==> src/rtl/route_compute_stage.sv <==
`default_nettype none
// ----------------------------------------------------------------------------
// route_compute_stage : XY/YX route computation with per-packet route locking
//                       and a one-entry valid/ready output register.
// Revision 1.0
// ----------------------------------------------------------------------------
module route_compute_stage #(
    parameter int x_Current       = 3,
    parameter int y_Current       = 3,
    parameter int x_Des_Addr_Size = 5,
    parameter int y_Des_Addr_Size = 5,
    parameter int MESH_X          = 8,
    parameter int MESH_Y          = 8,
    parameter int FLIT_DATA_W     = 32,
    parameter int ALGO            = 0
) (
    input  logic                       clk,
    input  logic                       rst,
    input  logic                       in_valid,
    output logic                       in_ready,
    input  logic [1:0]                 in_type,
    input  logic [FLIT_DATA_W-1:0]     in_data,
    input  logic [x_Des_Addr_Size-1:0] x_Dest,
    input  logic [y_Des_Addr_Size-1:0] y_Dest,
    output logic                       out_valid,
    input  logic                       out_ready,
    output logic [1:0]                 out_type,
    output logic [FLIT_DATA_W-1:0]     out_data,
    output logic [2:0]                 port,
    output logic                       dest_err,
    output logic                       proto_err
);

    localparam int XW = x_Des_Addr_Size + 1;
    localparam int YW = y_Des_Addr_Size + 1;

    localparam logic [2:0] c_LOCAL = 3'd0;
    localparam logic [2:0] c_NORTH = 3'd1;
    localparam logic [2:0] c_EAST  = 3'd2;
    localparam logic [2:0] c_SOUTH = 3'd3;
    localparam logic [2:0] c_WEST  = 3'd4;

    localparam logic [1:0] c_HEAD     = 2'b00;
    localparam logic [1:0] c_BODY     = 2'b01;
    localparam logic [1:0] c_TAIL     = 2'b10;
    localparam logic [1:0] c_HEADTAIL = 2'b11;

    // One extra bit so the mesh-size bounds are representable next to the dest fields.
    localparam logic [XW-1:0] c_X_CUR  = XW'(x_Current);
    localparam logic [YW-1:0] c_Y_CUR  = YW'(y_Current);
    localparam logic [XW-1:0] c_MESH_X = XW'(MESH_X);
    localparam logic [YW-1:0] c_MESH_Y = YW'(MESH_Y);

    typedef enum logic [0:0] {
        S_IDLE   = 1'b0,
        S_PACKET = 1'b1
    } state_t;

    state_t                 state_q, state_d;
    logic [2:0]             lock_q, lock_d;
    logic                   out_valid_q, out_valid_d;
    logic [1:0]             out_type_q, out_type_d;
    logic [FLIT_DATA_W-1:0] out_data_q, out_data_d;
    logic [2:0]             port_q, port_d;
    logic                   dest_err_q, dest_err_d;
    logic                   proto_err_q, proto_err_d;

    logic [XW-1:0] w_x_ext;
    logic [YW-1:0] w_y_ext;
    logic          w_dest_bad;
    logic [2:0]    w_x_route;
    logic [2:0]    w_y_route;
    logic [2:0]    w_route;
    logic          w_accept;
    logic          w_is_head;
    logic          w_fwd;
    logic [2:0]    w_fwd_route;

    assign w_x_ext = {1'b0, x_Dest};
    assign w_y_ext = {1'b0, y_Dest};

    always_comb begin
        w_dest_bad = (w_x_ext >= c_MESH_X) || (w_y_ext >= c_MESH_Y);
        w_x_route  = (w_x_ext < c_X_CUR) ? c_WEST :
                     (w_x_ext > c_X_CUR) ? c_EAST : c_LOCAL;
        w_y_route  = (w_y_ext < c_Y_CUR) ? c_NORTH :
                     (w_y_ext > c_Y_CUR) ? c_SOUTH : c_LOCAL;
        if (w_dest_bad) begin
            w_route = c_LOCAL;
        end else if (ALGO == 0) begin
            w_route = (w_x_route != c_LOCAL) ? w_x_route : w_y_route;
        end else begin
            w_route = (w_y_route != c_LOCAL) ? w_y_route : w_x_route;
        end
    end

    assign in_ready  = !out_valid_q || out_ready;
    assign w_accept  = in_valid && in_ready;
    assign w_is_head = (in_type == c_HEAD) || (in_type == c_HEADTAIL);

    always_comb begin
        state_d     = state_q;
        lock_d      = lock_q;
        out_valid_d = out_valid_q;
        out_type_d  = out_type_q;
        out_data_d  = out_data_q;
        port_d      = port_q;
        dest_err_d  = 1'b0;
        proto_err_d = 1'b0;
        w_fwd       = 1'b0;
        w_fwd_route = lock_q;

        if (in_ready) begin
            out_valid_d = 1'b0;
        end

        if (w_accept) begin
            if (w_is_head) begin
                // A head arriving mid-packet abandons the old packet and starts a new one.
                w_fwd       = 1'b1;
                w_fwd_route = w_route;
                dest_err_d  = w_dest_bad;
                proto_err_d = (state_q == S_PACKET);
                if (in_type == c_HEAD) begin
                    lock_d  = w_route;
                    state_d = S_PACKET;
                end else begin
                    state_d = S_IDLE;
                end
            end else if (state_q == S_PACKET) begin
                w_fwd = 1'b1;
                if (in_type == c_TAIL) begin
                    state_d = S_IDLE;
                end
            end else begin
                proto_err_d = 1'b1;
            end

            if (w_fwd) begin
                out_valid_d = 1'b1;
                out_type_d  = in_type;
                out_data_d  = in_data;
                port_d      = w_fwd_route;
            end
        end
    end

    always_ff @(posedge clk) begin
        if (!rst) begin
            state_q     <= S_IDLE;
            lock_q      <= c_LOCAL;
            out_valid_q <= 1'b0;
            out_type_q  <= 2'b00;
            out_data_q  <= '0;
            port_q      <= c_LOCAL;
            dest_err_q  <= 1'b0;
            proto_err_q <= 1'b0;
        end else begin
            state_q     <= state_d;
            lock_q      <= lock_d;
            out_valid_q <= out_valid_d;
            out_type_q  <= out_type_d;
            out_data_q  <= out_data_d;
            port_q      <= port_d;
            dest_err_q  <= dest_err_d;
            proto_err_q <= proto_err_d;
        end
    end

    assign out_valid = out_valid_q;
    assign out_type  = out_type_q;
    assign out_data  = out_data_q;
    assign port      = port_q;
    assign dest_err  = dest_err_q;
    assign proto_err = proto_err_q;

    // Body flit type is only distinguished implicitly (non-head, non-tail).
    logic w_unused_body;
    assign w_unused_body = (in_type == c_BODY);

endmodule
`default_nettype wire
==> config.mk <==
export PLATFORM = sky130hd
export DESIGN_NAME = route_compute_stage
export DESIGN_NICKNAME = d
export VERILOG_FILES = /design/src/rtl/route_compute_stage.sv
export SDC_FILE = /design/constraint.sdc
export NUM_CORES = 1
export LEC_CHECK = 0
export BUFFER_PORTS_ARGS = -buffer_cell sky130_fd_sc_hd__buf_2
export CORE_MARGIN = 8
export CORE_UTILIZATION = 48
export DETAILED_ROUTE_END_ITERATION = 16
export PLACE_DENSITY = 0.92
export SLEW_MARGIN = 25
export SYNTH_ARGS = -nofsm -noshare
export SYNTH_HDL_FRONTEND = slang
export SYNTH_SLANG_ARGS = --single-unit
==> constraint.sdc <==
create_clock -name clk -period 2.95 [get_ports clk]
set_input_delay 0.4425 -clock clk [delete_from_list [all_inputs] [get_ports clk]]
set_output_delay 0.4425 -clock clk [all_outputs]
set_load 0.01 [all_outputs]
After elaboration in Yosys (flattened, before gate mapping)
Cells that the tools add are included.
- $lt $le $gt $ge: 6
- reductions and logical operators: 11
- mux-type cells: 19
- equality and inequality tests: 2
- operators by type and width (operator ; count):
    $mux 1 ; 12
    $mux 3 ; 4
    $ge 5x4->1 const B ; 2
    $gt 5x2->1 const B ; 2
    $lt 5x2->1 const B ; 2
    $mux 2 ; 3
    $reduce_and 3->1 ; 2
    $eq 2x2->1 const B ; 2
    $reduce_and 2->1 ; 2
    $logic_or 1x1->1 ; 3
    $reduce_bool 3->1 ; 1
    $logic_not 2->1 ; 1
    $logic_and 1x1->1 ; 1
    $logic_not 1->1 ; 1
- bits in registers: 44
- output and inout port bits: 41
- logic and storage cells: 46

Longest topological paths before layout
- depth after elaboration: 7
- mapped depth: 9
- mapped depth without buffers: 7

Least setup slack after synthesis
OpenSTA, ideal clock, no wires.
- kind: in2reg
- start point: input port in_type[0]
- end point: register port_q[0] (netlist: port[0])
- data required time: 2.880 ns
- arrival: 1.730 ns
- stages on the path: 8
- setup slack: 1.150 ns
- path buffers: 1
- path through: inv_1 > ha_1 > ha_1 > nand2b_1 > nor2b_1 > clkbuf_1 > o21ai_0 > a21oi_1
- word-level cells in the longest chain between the ends: 5
- elaborated cells between the ends (all ways): 7
- ends and longest elaborated chain (item ; line ; RTL):
    start, declared ; 21 ; input logic [1:0] in_type,
    $eq 2x2->1 or $logic_not 2->1 (tied branches) ; 99 ; assign w_is_head = (in_type == c_HEAD) || (in_type == c_HEADTAIL);
    $logic_or 1x1->1 (*) ; 99 ;
    $mux 1 ; 118 ; if (w_is_head) begin
    $mux 1 ; 117 ; if (w_accept) begin
    $reduce_and 2->1 (no line) ; n/a ;
    end signal, assigned ; 155 ; port_q <= c_LOCAL;
    end signal, assigned ; 164 ; port_q <= port_d;
    end, declared ; 64 ; logic [2:0] port_q, port_d;
Mark *: on every way between the ends. The rest lies on a longest branch, timed or not. The select of a mux whose other input is x is not followed.
A chain may end at the register's enable or synchronous reset.

Final worst setup path
- start point: input port in_type[0]
- end point: register out_data_q[19] (netlist: out_data[19])
- word-level cells in the longest chain between the ends: 5
- elaborated cells between the ends (all ways): 6
- ends and longest elaborated chain (item ; line ; RTL):
    $eq 2x2->1 or $logic_not 2->1 (tied branches) ; 99 ;
    $logic_or 1x1->1 (*) ; 99 ;
    $mux 1 (*) ; 118 ;
    $mux 1 (*) ; 117 ;
    $reduce_and 2->1 (no line) (*) ; n/a ;
    end signal, assigned ; 163 ; out_data_q <= out_data_d;
    end, declared ; 63 ; logic [FLIT_DATA_W-1:0] out_data_q, out_data_d;
Marked as above.

==> results.md <==
* Clk_lat worst skew at 0.34 ns
* Largest cells by area after synthesis: dfxtp_1, nand2_1, a21boi_0
* Initial Util at 49.1%
* Clk_skew at 0.00557 ns
* Post-Synthesis Cells at 209
* Register bit total from synthesis at 44
* Unrepaired setup endpoints after global routing: false
* Worst R2R Path Depth at 7
* Post-CTS setup buffer count at 0
* Peak Freq at 513 MHz
* Final hold slack at 0.324 ns
* Placed instance count at 333
* Crit path from: in_type[0]
* Overflow after GRT at 0
* Total die area at 5850 um^2
* Syn. warnings at 0
* All-Layer GR Usage at 15.1%
* Worst setup path end: out_data[19]$_SDFFE_PN0P_
* Post-CTS resize count at 0
* Yosys top cell area share at 50.2%
* Final min period at 1.95 ns
* Max Cap Violations at 0
* Synth Flop Type: dfxtp_1
* Finished Layout Cells at 340
* Core ar. at 3580 um^2
* Ys async rst share at 0%
* Synth area leader: dfxtp_1
* Dpl cell area at 2220 um^2
* Reg2Reg Setup Slack at 1.36 ns
* Hold Vio Cnt, Final at 0
* H-Tree Depth at 2
* TNS Setup at 0 ns
* Mapped Area at 1760 um^2
* Drt drc at 0
* Total CTS buffers at 5
* N_diodes at 0
* Initial antenna violation count at 0
* Die H at 76.5 um
* Commonest non-fill, non-tap cell in the layout: buf_2
* Clock Sinks at 44
* Crit path arrival time at 2.21 ns
* DP HPWL at 3330 um
* Syn nets at 260
* Root Buffer: clkbuf_4
* Final WL at 4380 um
* I/O Buffers at 88
* Peak VDD IR at 0.205 mV
* Layout area overhead at 29.3%
* Clk buf depth at 2
* Row cnt at 22
* Lkg Pwr at 1.06 nW
* Most frequent cells in the layout: buf_2, nand2_1, dfxtp_1, a21boi_0, a21boi_1
* Seq/Total Area, Yosys at 50.2%
* Gpl congestion at 0.811
* Layout net count at 343
* Number of synthesized flops with an enable pin at 0
* Req. time, crit path at 3.21 ns
* Largest net degree at the start of global routing at 45
* Worst Setup Path Type: in -> reg
* Maximum fanout along the worst path at 33
* Global-route wire length before repair at 7350 um
* CTS tree: yes
* Die X at 76.5 um
* Design Area, Final at 2270 um^2
* Vias in the first global route at 1636
* Fraction of layout cells with a size suffix above 1 at 34.2%
* Worst-margin pin slew at 0.609 ns
* Setup violators final at 0
* Reg-to-Reg Start: state_q$_SDFFE_PN0N_
* HP Class: in -> reg
* Final ANT Viol Nets at 0
* Pwr Density at 486 nW/um^2
* Status: completed
* Clock transition at the registers of the reported paths at 0.11 ns
* Slew Limit Fails at 0
* Critical Path Sink Type: flip-flop
* Mean routed wirelength per cell at 12.9 um
* Via density at 4.91
* Fin crit share at 66.1%
* Avg Cell Area, Syn at 8.40 um^2
* Crit path launch type: primary input
* Drt initial violations at 98
* Slew headroom at 59.4%
* R2r endpoint: out_data[19]$_SDFFE_PN0P_
* Drt pass-1 iters at 4
* Via count at 1670
* Hold_buf cts at 0
* IO Count at 89
* Netlist cell types at 26
## power by group
part | internal [mW] | switching (mW)
clock | 0.0880 | 0.171
combinational | 0.0874 | 0.109
sequential | 0.630 | 0.0163
total | 0.806 | 0.297
## per-layer routing
layer  vias to the layer above  global-route usage [%]  routed length [um]
met4                         0                    5.19                  34
li1                        852                       -                   -
met5                         -                       0                   0
met2                        49                    27.8                2310
met1                       767                    14.7                1710
met3                         2                    6.37                 333
## worst min path at each step
| stage | from | endpoint | slack (ns) | depth (start not counted) |
|---|---|---|---|---|
| 6_report | in_data[9] | out_data[9]$_SDFFE_PN0P_ | 0.32 | 3 |
| 5_1_grt | in_data[12] | out_data[12]$_SDFFE_PN0P_ | 0.31 | 3 |
| 4_1_cts | in_data[10] | out_data[10]$_SDFFE_PN0P_ | 0.31 | 3 |
| 3_5_place_dp | out_data[16]$_SDFFE_PN0P_ | out_data[16]$_SDFFE_PN0P_ | 0.44 | 2 |
| 3_3_place_gp | out_data[16]$_SDFFE_PN0P_ | out_data[16]$_SDFFE_PN0P_ | 0.44 | 2 |
| 2_1_floorplan | lock_q[1]$_SDFFE_PN0P_ | lock_q[1]$_SDFFE_PN0P_ | 0.44 | 2 |
## cell usage after synthesis, types with 2 or more instances
cell      instances
nand2_1          74
dfxtp_1          44
a21boi_0         26
a21boi_1         11
buf_2             8
clkbuf_1          6
a21oi_1           4
nand2b_1          4
nand3_1           4
o21ai_0           4
ha_1              3
inv_1             3
nor2_1            3
a31oi_1           2
o21a_1            2
## cells by family after synthesis
logic type                 synth area share, %
AOI/OAI and AO/OA                         20.7
buffers and inverters                     4.21
DFF                                       50.2
adders and majority gates                 2.14
and+or+nand+nor                           22.7
## state kept, by name, summed over array words and instances (netlist names)
signal	flops
out_data	32
lock_q	3
port	3
out_type	2
dest_err	1
out_valid	1
proto_err	1
state_q	1
## final cells by class
cell class / count / area [um^2]
fill: 325 / 1310
clock buffer: 6 / 41.3
timing repair buffer: 90 / 468
multi-input combinational: 148 / 803
sequential: 44 / 881
inverter: 3 / 11.3
tap: 48 / 60.1
clock inverter: 1 / 5.00
## through the flow
stage / total power, mW / worst slack (ns) / util (%)
global placement: 0.853 / 0.790 / 62.1
global route: 1.17 / 0.819 / 63.4
CTS: 1.12 / 1.01 / 63.4
floorplan: 0.766 / 1.15 / -
detailed placement: 0.859 / 0.645 / 62.1
finish: 1.10 / 1.00 / 63.4
## critical path, stage by stage
cell and delay, ns:
buf_2 0.10, inv_1 0.06, ha_1 0.42, ha_1 0.23, nand2b_1 0.17, nor2b_2 0.31
buf_12 0.23, nand2_1 0.06, a21boi_0 0.18
Power figures use the tool's default switching activity.
